## config.mk

```make
export PLATFORM = sky130hd
export DESIGN_NAME = sample_packer
export DESIGN_NICKNAME = d
export VERILOG_FILES = /design/src/rtl/sample_packer.sv
export SDC_FILE = /design/constraint.sdc
export NUM_CORES = 1
export LEC_CHECK = 0
export ABC_CLOCK_PERIOD_IN_PS = 1800
export BUFFER_PORTS_ARGS = -buffer_cell sky130_fd_sc_hd__buf_2
export CORE_UTILIZATION = 49
export DETAILED_ROUTE_END_ITERATION = 8
export PLACE_DENSITY = 0.77
export SYNTH_ARGS = -nofsm -noshare
export SYNTH_HDL_FRONTEND = slang
export SYNTH_SLANG_ARGS = --single-unit
```

## constraint.sdc

```tcl
create_clock -name clk -period 1.8 [get_ports clk]
set_clock_uncertainty 0.15 [all_clocks]
set_input_delay 0.36 -clock clk [delete_from_list [all_inputs] [get_ports clk]]
set_output_delay 0.36 -clock clk [all_outputs]
set_load 0.02 [all_outputs]
```

## src/rtl/sample_packer.sv

```systemverilog
// Packs a stream of samples into a fixed-width lane vector for a downstream adder tree.
// Unfilled lanes stay zero, and a vector may be closed early with s_last.
module sample_packer #(
   parameter int unsigned INPUTS_NUM  = 8,
   parameter int unsigned IDATA_WIDTH = 8,
   localparam int unsigned CNT_W      = $clog2(INPUTS_NUM + 1)
) (
   input  logic                                  clk,
   input  logic                                  rst_n,
   input  logic                                  s_valid,
   output logic                                  s_ready,
   input  logic [IDATA_WIDTH-1:0]                s_data,
   input  logic                                  s_last,
   output logic                                  m_valid,
   input  logic                                  m_ready,
   output logic [INPUTS_NUM-1:0][IDATA_WIDTH-1:0] odata,
   output logic [CNT_W-1:0]                      m_count
);

   typedef enum logic [0:0] {StFill, StFull} state_e;

   state_e                                 state_q, state_d;
   logic [CNT_W-1:0]                       idx_q, idx_d;
   logic [CNT_W-1:0]                       count_q, count_d;
   logic [INPUTS_NUM-1:0][IDATA_WIDTH-1:0] lanes_q, lanes_d;
   logic                                   s_in_hs, m_hs, idx_at_end;

   // In FULL the upstream may only push a sample as the pending vector leaves.
   assign s_ready    = (state_q == StFill) ? 1'b1 : m_ready;
   assign m_valid    = (state_q == StFull);
   assign s_in_hs    = s_valid && s_ready;
   assign m_hs       = m_valid && m_ready;
   assign idx_at_end = (idx_q == CNT_W'(INPUTS_NUM - 1));
   assign odata      = lanes_q;
   assign m_count    = count_q;

   always_comb begin
      state_d = state_q;
      idx_d   = idx_q;
      count_d = count_q;
      lanes_d = lanes_q;
      unique case (state_q)
         StFill: begin
            if (s_in_hs) begin
               for (int unsigned i = 0; i < INPUTS_NUM; i++) begin
                  if (idx_q == CNT_W'(i)) begin
                     lanes_d[i] = s_data;
                  end
               end
               if (idx_at_end || s_last) begin
                  state_d = StFull;
                  count_d = idx_q + CNT_W'(1);
                  idx_d   = '0;
               end else begin
                  idx_d = idx_q + CNT_W'(1);
               end
            end
         end
         StFull: begin
            if (m_hs) begin
               lanes_d = '0;
               count_d = '0;
               idx_d   = '0;
               state_d = StFill;
               if (s_in_hs) begin
                  // Overlapped sample opens the next vector in lane 0.
                  lanes_d[0] = s_data;
                  if (s_last) begin
                     state_d = StFull;
                     count_d = CNT_W'(1);
                  end else begin
                     idx_d = CNT_W'(1);
                  end
               end
            end
         end
         default: state_d = StFill;
      endcase
   end

   always_ff @(posedge clk or negedge rst_n) begin
      if (!rst_n) begin
         state_q <= StFill;
         idx_q   <= '0;
         count_q <= '0;
         lanes_q <= '0;
      end else begin
         state_q <= state_d;
         idx_q   <= idx_d;
         count_q <= count_d;
         lanes_q <= lanes_d;
      end
   end

endmodule

```

==> metrics.txt, run 1 <==
critical path's slowest cell dfrtp_1; clock slew at reported path FFs 80 ps; Max-cap violations 0; vias in the first global route 2756; fin util 63.3%; via/cell ratio 5.45; initial antenna violation count 0; cell area after layout 4400 sq um; CTS tree yes; Worst path depth 6; Fin Setup TNS 0 ps; # diodes 0; Place WS -167 ps; R2R cell count 6; drc violations 0; area delta synth->final 22.6%; cell count after synthesis 363; area of the multi-input gates 1440 sq um; Port-buffer cells 82; DP Area 4180 sq um; WP buf/inv 3; Max Slew Vio Count 0; Num CTS Buffers 9; yosys warns 0; final WL 8.92 mm; RSZ-0062 raised after global routing false; DR iter-0 viols 211; htree depth 3; async set-reset flop share out of synthesis 100%; DP HPWL 5.96 mm; clk sinks 73; die area 7670 sq um; DRT Pass-1 Iters 4; Seq cells post-synth 73; Sequential Power Share 43.5%; Crit path required time 1890 ps; minimum clock period 1740 ps; # IOs 83; Critical Path Fanout Max 9; # setup viols final 0; syn nets 380; Max Fclk 575 MHz; Starting Density 51.7%; Mapped Avg Cell Area 9.89 sq um; ratio of cells with drive above 1 in the final layout 33.0%; Synth cell types 39; Main synth FF type dfrtp_1; VDD IR max 0.000534 V; Slew @ Worst Pin 391 ps; switching power 0.00171 W; core footprint 6940 sq um; grt ovf 0; hold path depth 3; worst-skew pair later-pin latency 350 ps; first-pass GRT wire length 14.2 mm; min setup slack post-route 60.0 ps; Arr. time, crit path 1830 ps; Post-synth EDFFs 0; Final nets 464; most frequent cells in the layout 81 x buf_2, 72 x dfrtp_1, 45 x inv_1, 36 x nand2_1, 28 x buf_4; Detail Route Antenna Nets 0; RePlAce Congestion 0.889; PD cells 1080 nW/um^2; Seq/Total Area, Yosys 50.9%; share of the clock period used by the worst path 96.7%; Logic pwr share 32.3%; total power 0.00474 W; Total GRT Usage 24.9%; Root Buffer clkbuf_8; Site Rows 30; Worst setup SP type flop; CP Class reg2reg; Chip Height 87.6 microns; Hold Path Class in2reg; P_int 0.00302 W; status completed; crit path cell chain buf_4 > nor4bb_2 > buf_4 > buf_4 > a221oi_1 > a21o_1; family with the most delay on the worst path buffers and inverters; register area 1830 sq um; Fill cells 585; Avg WL per Cell 16.3 microns; Longest Clk Path Bufs 2; cell repeated most along the worst path buf_4; Die Width 87.6 microns; cell leakage power 2.50 nW; CP peak stage delay 450 ps; final hold vios 0; Clk pwr share 24.2%; CP Capture Type flop; Slew headroom 73.2%; Net Sw Frac 36.2%; commonest non-fill, non-tap cell in the layout buf_2; vias 2984; largest net degree at the start of global routing 74; Post-Syn Area 3590 sq um
-- worst register-to-register path, stage by stage, from the launching register on --
cell and delay (ps):
dfrtp_1 450, buf_4 180, nor4bb_2 260, buf_4 180, buf_4 160, a221oi_1 90, a21o_1 160
-- final timing paths --
| check | from | end | slack [ps] |
|---|---|---|---|
| worst min register to register | odata[14] | odata[14] | 340 |
| worst max register to register | idx_q[3] | odata[35] | 60 |
| min in group asynchronous | rst_n | odata[41] | 410 |
| worst max-delay path | idx_q[3] | odata[35] | 60 |
| worst min-delay path | s_data[0] | odata[0] | 180 |
| max in group asynchronous | rst_n | odata[33] | 770 |
-- cell families after synthesis --
kind of cell / Yosys count / synth area share (%)
AOI/OAI and AO/OA: 90 / 18.9
and+or+nand+nor: 89 / 13.0
buffers and inverters: 85 / 9.52
DFF: 73 / 50.9
muxes: 21 / 5.96
adders and majority gates: 4 / 1.39
xor gates and xnor gates: 1 / 0.244
-- Yosys cell counts (3+ instances only) --
cell type	instances	area [sq um]
dfrtp_1	73	1830
inv_1	45	169
nand2_1	36	135
a221oi_1	25	219
a21o_1	24	180
clkbuf_1	22	82.6
o21ai_0	19	95.1
mux2i_1	18	180
nand3_1	18	90.1
a21bo_2	8	80.1
nand4_1	8	50.1
buf_2	7	35.0
and2_1	5	31.3
clkbuf_2	5	25.0
buf_1	4	15.0
ha_1	4	50.1
nor2_1	4	15.0
nor2b_1	4	25.0
a21oi_1	3	15.0
mux2_2	3	33.8
-- flip-flops by register name, indices dropped and copies added, names as in the netlist --
register	count
idx_q	4
m_count	4
m_valid	1
odata	64
-- per-stage QoR --
step | cells | hold slack, ps
final | 548 | 184
after CTS | 547 | 172
after global routing | 548 | 178
after global placement | 530 | 266
after floorplan | 363 | -85.6
after detailed placement | 530 | 273
-- metal layers --
metal / wire length, microns / share of wire [%] / vias to the layer above / GRT usage (%)
li1: - / - / 1408 / -
met5: 0 / 0 / - / 0
met1: 4130 / 46 / 1471 / 34.4
met2: 4210 / 47 / 94 / 39.5
met3: 461 / 5.2 / 11 / 4.43
met4: 114 / 1.3 / 0 / 8.94
-- power groups by stage --
stage | clock, W | sequential (W) | combinational (W)
after detailed placement | 0 | 0.00209 | 0.00151
after CTS | 0.00117 | 0.00206 | 0.00152
after global routing | 0.00125 | 0.00210 | 0.00167
after global placement | 0 | 0.00208 | 0.00147
final | 0.00115 | 0.00206 | 0.00153
after floorplan | 0 | 0.00239 | 0.000650
-- what timing repair did --
action,4_1_cts,5_1_grt
endpoints found under the hold margin,73,0
hold buffers,1,0
pin swaps,0,0
buffers inserted,0,1
setup endpoints to repair,17,40
gates resized for setup,2,10
-- area by class of cell --
cell class | instances | area share (%)
clock buffers | 11 | 3.21
flip-flops and latches | 73 | 41.6
clock inverters | 5 | 0.711
inverters | 45 | 3.84
well taps | 96 | 2.73
repair buffers | 113 | 15.3
multi-input cells | 205 | 32.7
No activity file was read; power rests on OpenSTA's default activity.
==> run 2: changes to the inputs <==
Settings changed: ABC_AREA set to 1, CORE_UTILIZATION 49 to 47, PLACE_DENSITY 0.77 to 0.75.
==> run 2 against run 1 <==
The run now ends with design-rule violations left. Maximum frequency is essentially flat. Sequential share of layout area grew 5.3 points. Register-to-register slack gained 140 ps. Clock power grew 24%. Final area shrank 11%. Routed wire length shrank 17%. Non-clock buffer count shrank 23. First-iteration DRC count shrank 10%. Critical path depth shrank 3. Utilization shrank 3.0 points. Die area shrank 7.1%. Largest cell class unchanged. Highest routed layer unchanged.
==> metrics.txt, run 2 <==
drc violations 9; WP buf/inv 2; cell area after layout 3900 sq um; htree depth 3; Post-Place Cells 471; Synth cell types 21; VDD IR max 0.000698 V; R2R cell count 6; yosys warns 0; Mapped Avg Cell Area 9.97 sq um; share of the clock period used by the worst path 96.6%; die area 7130 sq um; # IOs 83; total power 0.00478 W; Arr. time, crit path 1230 ps; Crit path required time 1290 ps; DR iter-0 viols 189; cell count after synthesis 320; clock slew at reported path FFs 80 ps; Site Rows 29; share of the synthesized area in the top cell type 57.2%; minimum clock period 1740 ps; Non-Filler Instances 489; worst-skew pair later-pin latency 350 ps; syn nets 337; Synth area leader dfrtp_1; core footprint 6460 sq um; crit path cell chain buf_4 > nand2_1 > buf_2; Worst path depth 3; Hold Path Class in2reg; CP Capture Type primary output; Slew @ Worst Pin 394 ps; initial antenna violation count 0; # diodes 0; most frequent cell after synthesis dfrtp_1; Final nets 424; Detail Route Antenna Nets 0; clk sinks 73; status complete, but fails checks; Max Slew Vio Count 0; DRT Pass-1 Iters 8; worst reg2reg endpoint odata[14]; largest net degree at the start of global routing 74; vias in the first global route 2426; fin util 60.3%; via/cell ratio 5.31; failing checks design-rule violations; PD cells 1230 nW/um^2; Critical Path Fanout Max 6; DP Area 3660 sq um; CTS tree yes; ratio of cells with drive above 1 in the final layout 32.8%; # setup viols final 0; CP peak stage delay 430 ps; Post-synth EDFFs 0; Fill cells 566; cell leakage power 2.05 nW; max FFs per register 64; critical path's slowest cell dfrtp_1; final WL 7.39 mm; Worst setup endpoint s_ready; Starting Density 49.4%; RePlAce Congestion 0.893; final hold vios 0; Max Fclk 575 MHz; Seq/Total Area, Yosys 57.2%; reg2reg start m_valid; Post-synth top cells 73 x dfrtp_1, 62 x nand3_1, 60 x nand2_1; Seq cells post-synth 73; Main synth FF type dfrtp_1; CP Launch Point m_valid; Max-cap violations 0; commonest non-fill, non-tap cell in the layout buf_2; first-pass GRT wire length 12.3 mm; Die Width 84.4 microns; Total GRT Usage 22.8%; Chip Height 84.4 microns; area delta synth->final 22.1%; family with the most delay on the worst path flip-flops; most frequent cells in the layout 82 x buf_2, 73 x dfrtp_1, 62 x nand3_1, 59 x nand2_1, 39 x o21ai_1; async set-reset flop share out of synthesis 100%; Worst setup SP type flop; # resized after CTS 0; grt ovf 0; Fin Setup TNS 0 ps; Slew headroom 73.7%; Longest Clk Path Bufs 2; vias 2597; Root Buffer clkbuf_8; DP HPWL 5.22 mm; Num CTS Buffers 9; CP Class reg2out; Avg WL per Cell 15.1 microns; top post-synthesis cells by area dfrtp_1 57%, nand3_1 9.7%, nand2_1 7.1%; reg-to-reg setup timing slack 200 ps; Port-buffer cells 82; Post-Syn Area 3190 sq um
-- run 2: cell count changes after synthesis, moves of 8 or more --
cell | previous run | this run
a21o_1 | 24 | 0
a221oi_1 | 25 | 0
o21ai_1 | 0 | 39
nand4_1 | 8 | 0
a21bo_2 | 8 | 0
nand3_1 | 18 | 62
o21ai_0 | 19 | 11
nand2_1 | 36 | 60
inv_1 | 45 | 18
clkbuf_1 | 22 | 0
mux2i_1 | 18 | 0
o21ai_2 | 0 | 10
-- run 2: layout make-up --
cell class / instances / area (sq um) / share of cell area (%)
timing repair buffer: 90 / 498 / 12.8
clock buffer: 11 / 141 / 3.63
inverter: 21 / 78.8 / 2.02
sequential: 73 / 1830 / 46.9
multi-input combinational: 212 / 1180 / 30.2
clock inverter: 5 / 78.8 / 2.02
tap: 77 / 96.3 / 2.47
-- run 2: what timing repair did --
action / in CTS / in global routing
buffers inserted: 0 / 1
hold buffers: 1 / 0
endpoints found under the hold margin: 73 / 0
endpoints found under the setup margin: 0 / 1
-- run 2: cells by family (layout without fill, tap and decap cells) --
| kind of cell | count (synthesis) | in the layout | synth area share, % |
|---|---|---|---|
| AOI/OAI and AO/OA | 61 | 61 | 10.8 |
| adders and majority gates | 4 | 4 | 1.57 |
| buffers and inverters | 35 | 127 | 6.00 |
| DFF | 73 | 73 | 57.2 |
| and+or+nand+nor | 147 | 147 | 24.4 |
-- run 2: worst min-delay path by stage --
stage | to | cells after the start | from | slack [ps]
after global placement | odata[52] | 2 | rst_n | 260
after detailed placement | odata[50] | 2 | rst_n | 270
after floorplan | idx_q[0] | 0 | rst_n | -90
final | odata[57] | 3 | s_data[1] | 120
after CTS | odata[63] | 3 | s_data[7] | 100
after global routing | odata[62] | 3 | s_data[6] | 120
-- run 2: worst register-to-register path, delay by kind of cell (launching register included) --
kind / cells / cell delay (ps)
simple gates: 4 / 680
compound gates: 1 / 60
flops: 1 / 430
buf+inv: 1 / 170
-- run 2: layer usage --
metal	vias to the layer above	global-route usage (%)	share of wire, %
li1	1260	-	-
met1	1222	33.1	46
met2	106	33.2	44
met3	9	5.70	8.0
met4	0	8.63	1.1
met5	-	0	0
-- run 2: power breakdown --
| group | switching, W | internal, W | total, W |
|---|---|---|---|
| logic | 0.000882 | 0.000411 | 0.00129 |
| registers | 0.000163 | 0.00189 | 0.00205 |
| clock network | 0.000612 | 0.000816 | 0.00143 |
-- run 2: through the flow --
stage,worst slack [ps],hold slack [ps]
global placement,262,265
detailed placement,215,268
CTS,52.9,103
finish,60.7,118
floorplan,269,-85.6
global route,-8.68,120
==> run 3: changes to the inputs <==
Settings changed: ABC_AREA 1 to not set, CORE_UTILIZATION 47 to 49, PLACE_DENSITY 0.75 to 0.77, RECOVER_POWER set to 50.
==> run 3 against run 2 <==
The flow now finishes without violations. Via count rose by 15%. Routed wire length rose by 22%. Sequential power barely moved. Register-to-register slack got worse by 120 ps. Critical endpoint unchanged.
==> metrics.txt, run 3 (synthesized netlist as in run 1, its figures left out) <==
status completed; Arr. time, crit path 1230 ps; # setup viols final 0; Detail Route Antenna Nets 0; largest net degree at the start of global routing 74; PD cells 1080 nW/um^2; Critical Path Fanout Max 19; clock slew at reported path FFs 80 ps; area delta synth->final 21.0%; Avg WL per Cell 16.4 microns; RSZ-0062 raised after global routing false; minimum clock period 1740 ps; initial antenna violation count 0; final WL 8.97 mm; Root Buffer clkbuf_8; RePlAce Congestion 0.889; vias 2991; Die Width 87.6 microns; most frequent cells in the layout 72 x dfrtp_1, 47 x buf_2, 45 x inv_1, 36 x nand2_1, 35 x clkbuf_1; Max-cap violations 0; final hold vios 0; vias in the first global route 2756; share of the clock period used by the worst path 96.6%; Max Fclk 575 MHz; Post-Place Cells 530; Final nets 464; Slew headroom 38.5%; # diodes 0; critical path's slowest cell dfrtp_2; Chip Height 87.6 microns; cell leakage power 2.35 nW; ratio of cells with drive above 1 in the final layout 25.4%; Slew @ Worst Pin 922 ps; crit path cell chain buf_8 > nand2b_1 > buf_4; clk sinks 73; Longest Clk Path Bufs 2; VDD IR max 0.000533 V; DP HPWL 5.96 mm; Site Rows 30; via/cell ratio 5.46; Hold Path Class in2reg; # IOs 83; die area 7670 sq um; first-pass GRT wire length 14.2 mm; DR iter-0 viols 206; DRT Pass-1 Iters 4; Num CTS Buffers 9; drc violations 0; worst-skew pair later-pin latency 350 ps; CP peak stage delay 460 ps; Fill cells 603; Starting Density 51.7%; fin util 62.5%; core footprint 6940 sq um; commonest non-fill, non-tap cell in the layout dfrtp_1; Port-buffer cells 82; CP Class reg2out; CP Capture Type primary output; hold_ws 185 ps; max FFs per register 64; Worst setup SP type flop; Non-Filler Instances 548; Crit path required time 1290 ps; Total GRT Usage 24.9%; htree depth 3; CTS tree yes; grt ovf 0; Max Slew Vio Count 0
==> run 3: changes by cell type in the layout (fill, tap and decap cells not counted), sizes merged, moves of 8 or more <==
cell,before,now
nand3,71,18
a21bo,0,8
buf,89,78
a221oi,0,25
nand2,64,37
a21o,0,24
nand4,0,8
clkbuf,11,45
o21ai,60,19
nor2,12,4
mux2i,0,18
inv,21,45
==> run 3: per-layer routing <==
layer / share of wire, % / vias to the layer above / global-route usage (%)
met1: 47 / 1469 / 34.4
met4: 1.3 / 0 / 8.94
met2: 46 / 103 / 39.5
met3: 5.2 / 11 / 4.43
li1: - / 1408 / -
met5: 0 / - / 0
==> run 3: critical path, delay by kind of cell (launching register included) <==
family | cells | cell delay (ps)
DFF | 1 | 460
buffers and inverters | 2 | 320
and+or+nand+nor | 1 | 100
==> run 3: final timing paths <==
kind,cells after the start,slack (ps),end,start
worst min-delay path,2,180,odata[48],s_data[0]
min in group asynchronous,3,610,odata[41],rst_n
max in group asynchronous,3,240,m_valid,rst_n
worst max-delay path,3,60,s_ready,m_valid
worst max register to register,6,80,odata[35],m_valid
worst min register to register,1,340,odata[12],odata[12]
==> run 3: repair_timing <==
| item | 4_1_cts | 5_1_grt |
|---|---|---|
| setup endpoints to repair | 17 | 40 |
| hold buffers | 1 | 0 |
| gates resized for setup | 2 | 10 |
| endpoints found under the hold margin | 73 | 0 |
| pin swaps | 0 | 0 |
| cloned | 0 | 0 |
| setup buffers | 0 | 1 |
==> run 3: stage by stage <==
| stage | power [W] | setup TNS, ps | area [sq um] | worst slack (ps) |
|---|---|---|---|---|
| after floorplan | 0.00304 | 0 | 3600 | 4.45 |
| after global placement | 0.00356 | -1940 | 4180 | -125 |
| after detailed placement | 0.00360 | -2510 | 4180 | -167 |
| after CTS | 0.00475 | 0 | 4370 | 14.0 |
| after global routing | 0.00498 | 0 | 4340 | 2.31 |
| final | 0.00470 | 0 | 4340 | 61.8 |
==> run 3: area by class of cell <==
cell class	instances	area, sq um	share of cell area [%]
inverter	45	169	3.89
sequential	73	1830	42.1
timing repair buffer	113	617	14.2
clock buffer	11	141	3.26
multi-input combinational	205	1440	33.1
tap	96	120	2.77
clock inverter	5	31.3	0.720
==> run 3: power by group <==
part	leakage (nW)	switching (W)	internal [W]	total [W]
combinational	1.28	0.000942	0.000543	0.00148
clock	0.0891	0.000612	0.000533	0.00115
sequential	0.988	0.000165	0.00190	0.00207
total	2.35	0.00172	0.00298	0.00470
